### config.mk
export PLATFORM = sky130hd
export DESIGN_NAME = instr_prefetch_queue
export DESIGN_NICKNAME = d
export VERILOG_FILES = /design/src/rtl/instr_prefetch_queue.sv
export SDC_FILE = /design/constraint.sdc
export NUM_CORES = 1
export LEC_CHECK = 0
export BUFFER_PORTS_ARGS = -buffer_cell sky130_fd_sc_hd__buf_2
export CAP_MARGIN = 25
export CELL_PAD_IN_SITES_DETAIL_PLACEMENT = 1
export CELL_PAD_IN_SITES_GLOBAL_PLACEMENT = 2
export CORE_MARGIN = 5
export CORE_UTILIZATION = 40
export CTS_CLUSTER_SIZE = 25
export DETAILED_ROUTE_END_ITERATION = 10
export PLACE_DENSITY = 0.77
export SYNTH_ARGS = -nofsm -noshare
export SYNTH_HDL_FRONTEND = slang
export SYNTH_SLANG_ARGS = --single-unit
### constraint.sdc
create_clock -name clk -period 2.95 [get_ports clk]
set_input_delay 0.1475 -clock clk [delete_from_list [all_inputs] [get_ports clk]]
set_output_delay 0.1475 -clock clk [all_outputs]
set_load 0.005 [all_outputs]
### src/rtl/instr_prefetch_queue.sv
// instr_prefetch_queue
// Circular-buffer prefetch queue between fetch and the IF/ID register.
// Holds up to DEPTH {PC, instruction} pairs with a show-ahead head entry.
// A flush (taken branch) empties the queue at the next edge.
// Optional feature macro: PREFETCH_BYPASS_EN. When it is defined, an
// incoming pair is forwarded combinationally while the queue is empty.
//
// Handshake: a push happens when in_valid & in_ready at a rising edge, and
// a pop happens when out_valid & out_ready at a rising edge. A flush in the
// same cycle cancels both. in_ready depends only on occupancy.
module instr_prefetch_queue #(
  parameter int DEPTH = 4,
  parameter int WIDTH = 32
) (
  input  logic                     clk,
  input  logic                     rst,
  input  logic                     flush,
  input  logic                     in_valid,
  input  logic [WIDTH-1:0]         in_pc,
  input  logic [WIDTH-1:0]         in_instruction,
  output logic                     in_ready,
  output logic                     out_valid,
  output logic [WIDTH-1:0]         out_pc,
  output logic [WIDTH-1:0]         out_instruction,
  input  logic                     out_ready,
  output logic [$clog2(DEPTH):0]   count
);

  localparam int AW = $clog2(DEPTH);
  localparam int CW = AW + 1;
  localparam logic [CW-1:0] FULL_COUNT = CW'(DEPTH);

  logic [AW-1:0]    wptr_q, wptr_d;
  logic [AW-1:0]    rptr_q, rptr_d;
  logic [CW-1:0]    count_q, count_d;
  logic [WIDTH-1:0] pc_mem_q    [DEPTH];
  logic [WIDTH-1:0] instr_mem_q [DEPTH];

  logic full, empty, push, pop;
  logic bypass_show, bypass_take;

  assign full  = (count_q == FULL_COUNT);
  assign empty = (count_q == '0);

`ifdef PREFETCH_BYPASS_EN
  // An empty queue shows the incoming pair directly; if the consumer takes
  // it in the same cycle, it is never written to storage.
  assign bypass_show = empty & in_valid & ~flush;
  assign bypass_take = bypass_show & out_ready;
`else
  assign bypass_show = 1'b0;
  assign bypass_take = 1'b0;
`endif

  assign push = in_valid & in_ready & ~flush & ~bypass_take;
  assign pop  = ~empty & out_ready & ~flush;

  assign in_ready  = ~full;
  assign out_valid = ~empty | bypass_show;
  assign count     = count_q;

  // Head entry when data is held, bypassed input when empty, otherwise zero
  always_comb begin
    out_pc          = '0;
    out_instruction = '0;
    if (!empty) begin
      out_pc          = pc_mem_q[rptr_q];
      out_instruction = instr_mem_q[rptr_q];
    end else if (bypass_show) begin
      out_pc          = in_pc;
      out_instruction = in_instruction;
    end
  end

  // Next-state for pointers and occupancy; flush overrides push and pop
  always_comb begin
    wptr_d  = wptr_q;
    rptr_d  = rptr_q;
    count_d = count_q;
    if (flush) begin
      wptr_d  = '0;
      rptr_d  = '0;
      count_d = '0;
    end else begin
      if (push) wptr_d = wptr_q + 1'b1;
      if (pop)  rptr_d = rptr_q + 1'b1;
      case ({push, pop})
        2'b10:   count_d = count_q + 1'b1;
        2'b01:   count_d = count_q - 1'b1;
        default: count_d = count_q;
      endcase
    end
  end

  // Pointer and occupancy registers, cleared asynchronously by reset
  always_ff @(posedge clk or posedge rst) begin
    if (rst) begin
      wptr_q  <= '0;
      rptr_q  <= '0;
      count_q <= '0;
    end else begin
      wptr_q  <= wptr_d;
      rptr_q  <= rptr_d;
      count_q <= count_d;
    end
  end

  // Storage write; contents are not cleared by reset or flush
  always_ff @(posedge clk) begin
    if (push) begin
      pc_mem_q[wptr_q]    <= in_pc;
      instr_mem_q[wptr_q] <= in_instruction;
    end
  end

endmodule

# Yosys cells after proc, flatten, opt, wreduce, memory -nomap -nowiden
# Memory sizes are Yosys's and may differ from the RTL's.
# Index checks and enable logic that the tools add are counted.
# totals
ff_bits,7
ramBits,256
mem_count,2
latch_bits,0
inputBits,69
elab_cells,33
out_inout_bits,69
romBits,0
# mem_list
memory,words,width,read_ports,rd_clocked_by_memory_dff,wr,line_no,rtl
instr_mem_q,4,32,1,0,1,37,logic [WIDTH-1:0] instr_mem_q [DEPTH];
pc_mem_q,4,32,1,0,1,36,logic [WIDTH-1:0] pc_mem_q [DEPTH];
# op_classes
div,0
mul,0
n_reduce_logical,4
eq_ne,3
n_shift,0
muxes,10
order_cmp,0
add_sub_neg,4
bitwise_logic,7
# ops
cell,count
32-bit 2-to-1 mux,2
2-bit 2-to-1 mux,4
3-bit one-hot mux with 2 select lines,1
2-bit by 1-bit adder with 2-bit output (second input constant),2
1-bit bitwise AND,4
2-bit nonzero test,2
3-bit by 1-bit adder with 3-bit output (second input constant),1
3-bit equality test (second input constant),1
3-bit logical NOT,1
3-bit 2-to-1 mux,1
1-bit inverter,3
3-bit nonzero test,1
3-bit by 1-bit subtractor with 3-bit output (second input constant),1
2-bit by 1-bit equality test with 1-bit output (second input constant),1
2-bit equality test (second input constant),1
1-bit 2-to-1 mux,2

# Depth between registers and ports, before layout
# depth
word_depth,7
mapped_depth,10
ltp_nobuf,8

# Worst setup path after synthesis
# No wires, ideal clock.
# synth_path
path_type,register to register
from,"reg count_q[0], in the netlist count[0]"
to,"mem instr_mem_q[0][0], enable pin"
n_path_buf,1
setup_ns,0.429
stages_incl_launch_ff,6
period_less_slack_ns,3.072
arrival_time_ns,2.643
setup_slack_ns,-0.122
path_cell_list,dfrtp_1 -> clkbuf_1 -> or3b_1 -> nand2_1 -> nor2_1 -> and2_1
# synth_via
elab_chain_len,6
# synth_lines
element,line_no,rtl
"start, declared",35,"logic [CW-1:0] count_q, count_d;"
"start signal, assigned",104,count_q <= count_d;
3-bit equality test,42,assign full = (count_q == FULL_COUNT);
1-bit inverter,58,assign in_ready = ~full;
named net in_ready,21,"output logic in_ready,"
1-bit bitwise AND (2 in a row),55,assign push = in_valid & in_ready & ~flush & ~bypass_take;
1-bit 2-to-1 mux,110,if (push) begin
1-bit 2-to-1 mux (implied by the code),112,instr_mem_q[wptr_q] <= in_instruction;
"end, declared",37,
# The timed path passes the listed nets, and every way through them passes these cells.

# Worst setup path in the final report
# layout_path
from,reg rptr_q[0]
to,out out_instruction[17]
# layout_via
elab_chain_len,2
# layout_lines
element,line_no,rtl
"start, declared",34,"logic [AW-1:0] rptr_q, rptr_d;"
"start signal, assigned",103,rptr_q <= rptr_d;
memory read 4 x 32 bit,-,
32-bit 2-to-1 mux,66,if (!empty) begin
"end, declared",24,"output logic [WIDTH-1:0] out_instruction,"
# No other way between the ends.

==> impl_metrics.ini <==
[run_status]
status = complete, no violations

[placed_design]
place.gp.congestion = 0.758
port_buffers = 137
dp_hpwl_um = 13000

[pwr]
powerDensity_nw_per_um2 = 674
power_mw = 8.69
leakagePower_nw = 4.49
ir_drop_uv = 510

[yosys]
synth.top_cell.area_share_pct = 75.2
synth_largest_area_cell = edfxtp_1
synth-edff-count = 256
synthFlopType = edfxtp_1
synthTopCellsByArea = edfxtp_1 75%, mux4_2 14%, and2_1 4.2%, dfrtp_1 1.7%, buf_6 0.66%
synth-xor-area-share_pct = 0.257
synth-seq-area-share_pct = 76.9
netlist_area_um2 = 10200
synthAdderAreaFrac_pct = 0.686
syn-instance-count = 472
muxShareOfSynthArea_pct = 14.1
avgSynthCellArea_um2 = 21.7
ys_types = 31
synth-seq-cells = 263
synth_top_family_by_area = multiplexers
synth_compound_area_share_pct = 1.05
yosys_warnings = 0
yosys.area_share.simple_pct = 5.26
syn-num-nets = 546
async_reset_ff_share_pct = 2.66

[timing]
fmax_mhz = 383
slew_viol_final = 0
hold_viol = 0
setup_viol = 0
rsz0062_at_grt = no
worst_pin_slew_ps = 691
finalClockSkew_ps = 9.83
tns_ps = 0
finalCritPeriodShare_pct = 88.6
period_needed_ps = 2610
max_slew_margin_pct = 53.9

[final_layout]
nets = 767
drive_gt1_share_pct = 36.2
syn2layout_area_growth_pct = 26.1
final_common_cell = edfxtp_1
layout_common_cells = 256 x edfxtp_1, 137 x buf_2, 68 x dlygate4sd3_1

[critical_path]
reg2reg_depth = 5
startpoint = rptr_q[0]
cp.depth = 4
crit_path_end = out_instruction[17]
end_kind = primary output
cp_num_buf_inv = 2
crit_arrival_ps = 2470
slowest_stage = dfrtp_4
critical-path-top-delay-family = flip-flops
crit_path_cell_trace = buf_4, mux4_2, and2_1, buf_2
slowest_delay_ps = 650
path_class = reg -> out
crit_required_ps = 2800
r2r-end = instr_mem_q[3][4]
crit_path_max_fanout = 17
reg2reg_from = count[1]
reg2reg_slack_ps = 650
cp-start-kind = flop

[routing]
antenna_left = 0
routed_wirelength_um = 21900
routed-via-count = 5311
via_per_inst = 5.09
dr.first_iter.drc_count = 243
wl_per_cell_um = 21.0
route.detailed.drc = 0
drtPass1Iterations = 4

[clock_network]
clk_pin_slew_worst_paths_ps = 60
post-cts-setup-buffers = 0
cts.sinks = 263
tritoncts = yes
clockBufferDepth = 3
cts-resized-gates = 0
cts_root_buffer = clkbuf_16
numCtsBuffers = 28
clk_latency_ps = 520
htreeDepth = 1

[global_routing]
grt_pass1_vias = 6033
grt_max_degree = 67
grt_overflow = 0
grtUsageTotal_pct = 15.3
antenna_found_initial = 1
grt_pass1_wl_um = 34400

[floorplan]
num_rows = 58
die_height_um = 170
io_pins = 138
die_w_um = 170
die-area_um2 = 28800
core_area_um2 = 25200
start_util_pct = 40.6

[hold_path]
holdCritPathClass = in -> async

[job]
maxCapViolCount = 0
## timing repair
item | in CTS | in global routing
setup endpoints to repair | 0 | 0
hold buffers | 68 | 0
hold endpoints to repair | 270 | 0
## worst min-delay path, cell delays in order
cell and delay (ps):
dlygate4sd3_1 530, buf_2 120, inv_1 230
## cell usage after synthesis, drive strengths merged (2+ instances only)
library cell    n
nand3           2
o21ai           4
a21oi           6
inv             5
nand2           5
clkbuf         10
ha              4
nor3            2
xor2            2
mux4           64
edfxtp        256
nor2            6
buf            15
nand2b          2
and2           69
dfrtp           7
## kinds of logic after synthesis
| group | after synthesis |
|---|---|
| AO/OA/AOI/OAI | 17 |
| buffers and inverters | 30 |
| AND/OR/NAND/NOR | 90 |
| multiplexers | 64 |
| flip-flops | 263 |
| adder cells (fa/ha/maj) | 5 |
| XOR/XNOR | 3 |
## final cells by class
cell class,instances,area (um2)
clock inverters,16,124
well taps,330,413
clock buffers,34,744
repair buffers,216,1520
multi-input cells,179,2190
flip-flops and latches,263,7870
inverters,5,18.8
diodes,1,2.50
fillers,2291,12300
## per-stage QoR
step	setup slack [ps]	hold WS (ps)	area (um2)	std cells	util (%)
6_report	336	106	12900	1044	51.2
2_1_floorplan	578	-49.1	10200	472	-
5_1_grt	171	117	12900	1044	51.2
4_1_cts	242	96.7	12900	1043	51.2
3_5_place_dp	660	107	11300	925	45.0
3_3_place_gp	730	100	11300	925	45.0
## state kept, by name (all words and copies together), names as in the netlist
signal and cells:
count 3, wptr_q 2, instr_mem_q 128, pc_mem_q 128
rptr_q 2
## metal layers
| metal | share of wire, % | up-vias | global-route usage, % |
|---|---|---|---|
| li1 | - | 2351 | - |
| met2 | 51 | 136 | 26.9 |
| met5 | 0 | - | 0 |
| met4 | 1.6 | 0 | 3.08 |
| met1 | 42 | 2790 | 20.0 |
| met3 | 5.5 | 34 | 3.11 |
## power breakdown
part | internal (mW) | switching (mW) | total, mW
logic | 0.567 | 0.522 | 1.09
registers | 4.24 | 0.0719 | 4.31
clock network | 1.95 | 1.33 | 3.29
## worst min path at each step
stage               endpoint  slack [ps]
floorplan           count[0]         -50
global placement    count[2]         100
detailed placement  count[0]         110
CTS                 count[2]         100
global route        count[2]         120
finish              count[2]         110
No activity file was read; power rests on OpenSTA's default activity.
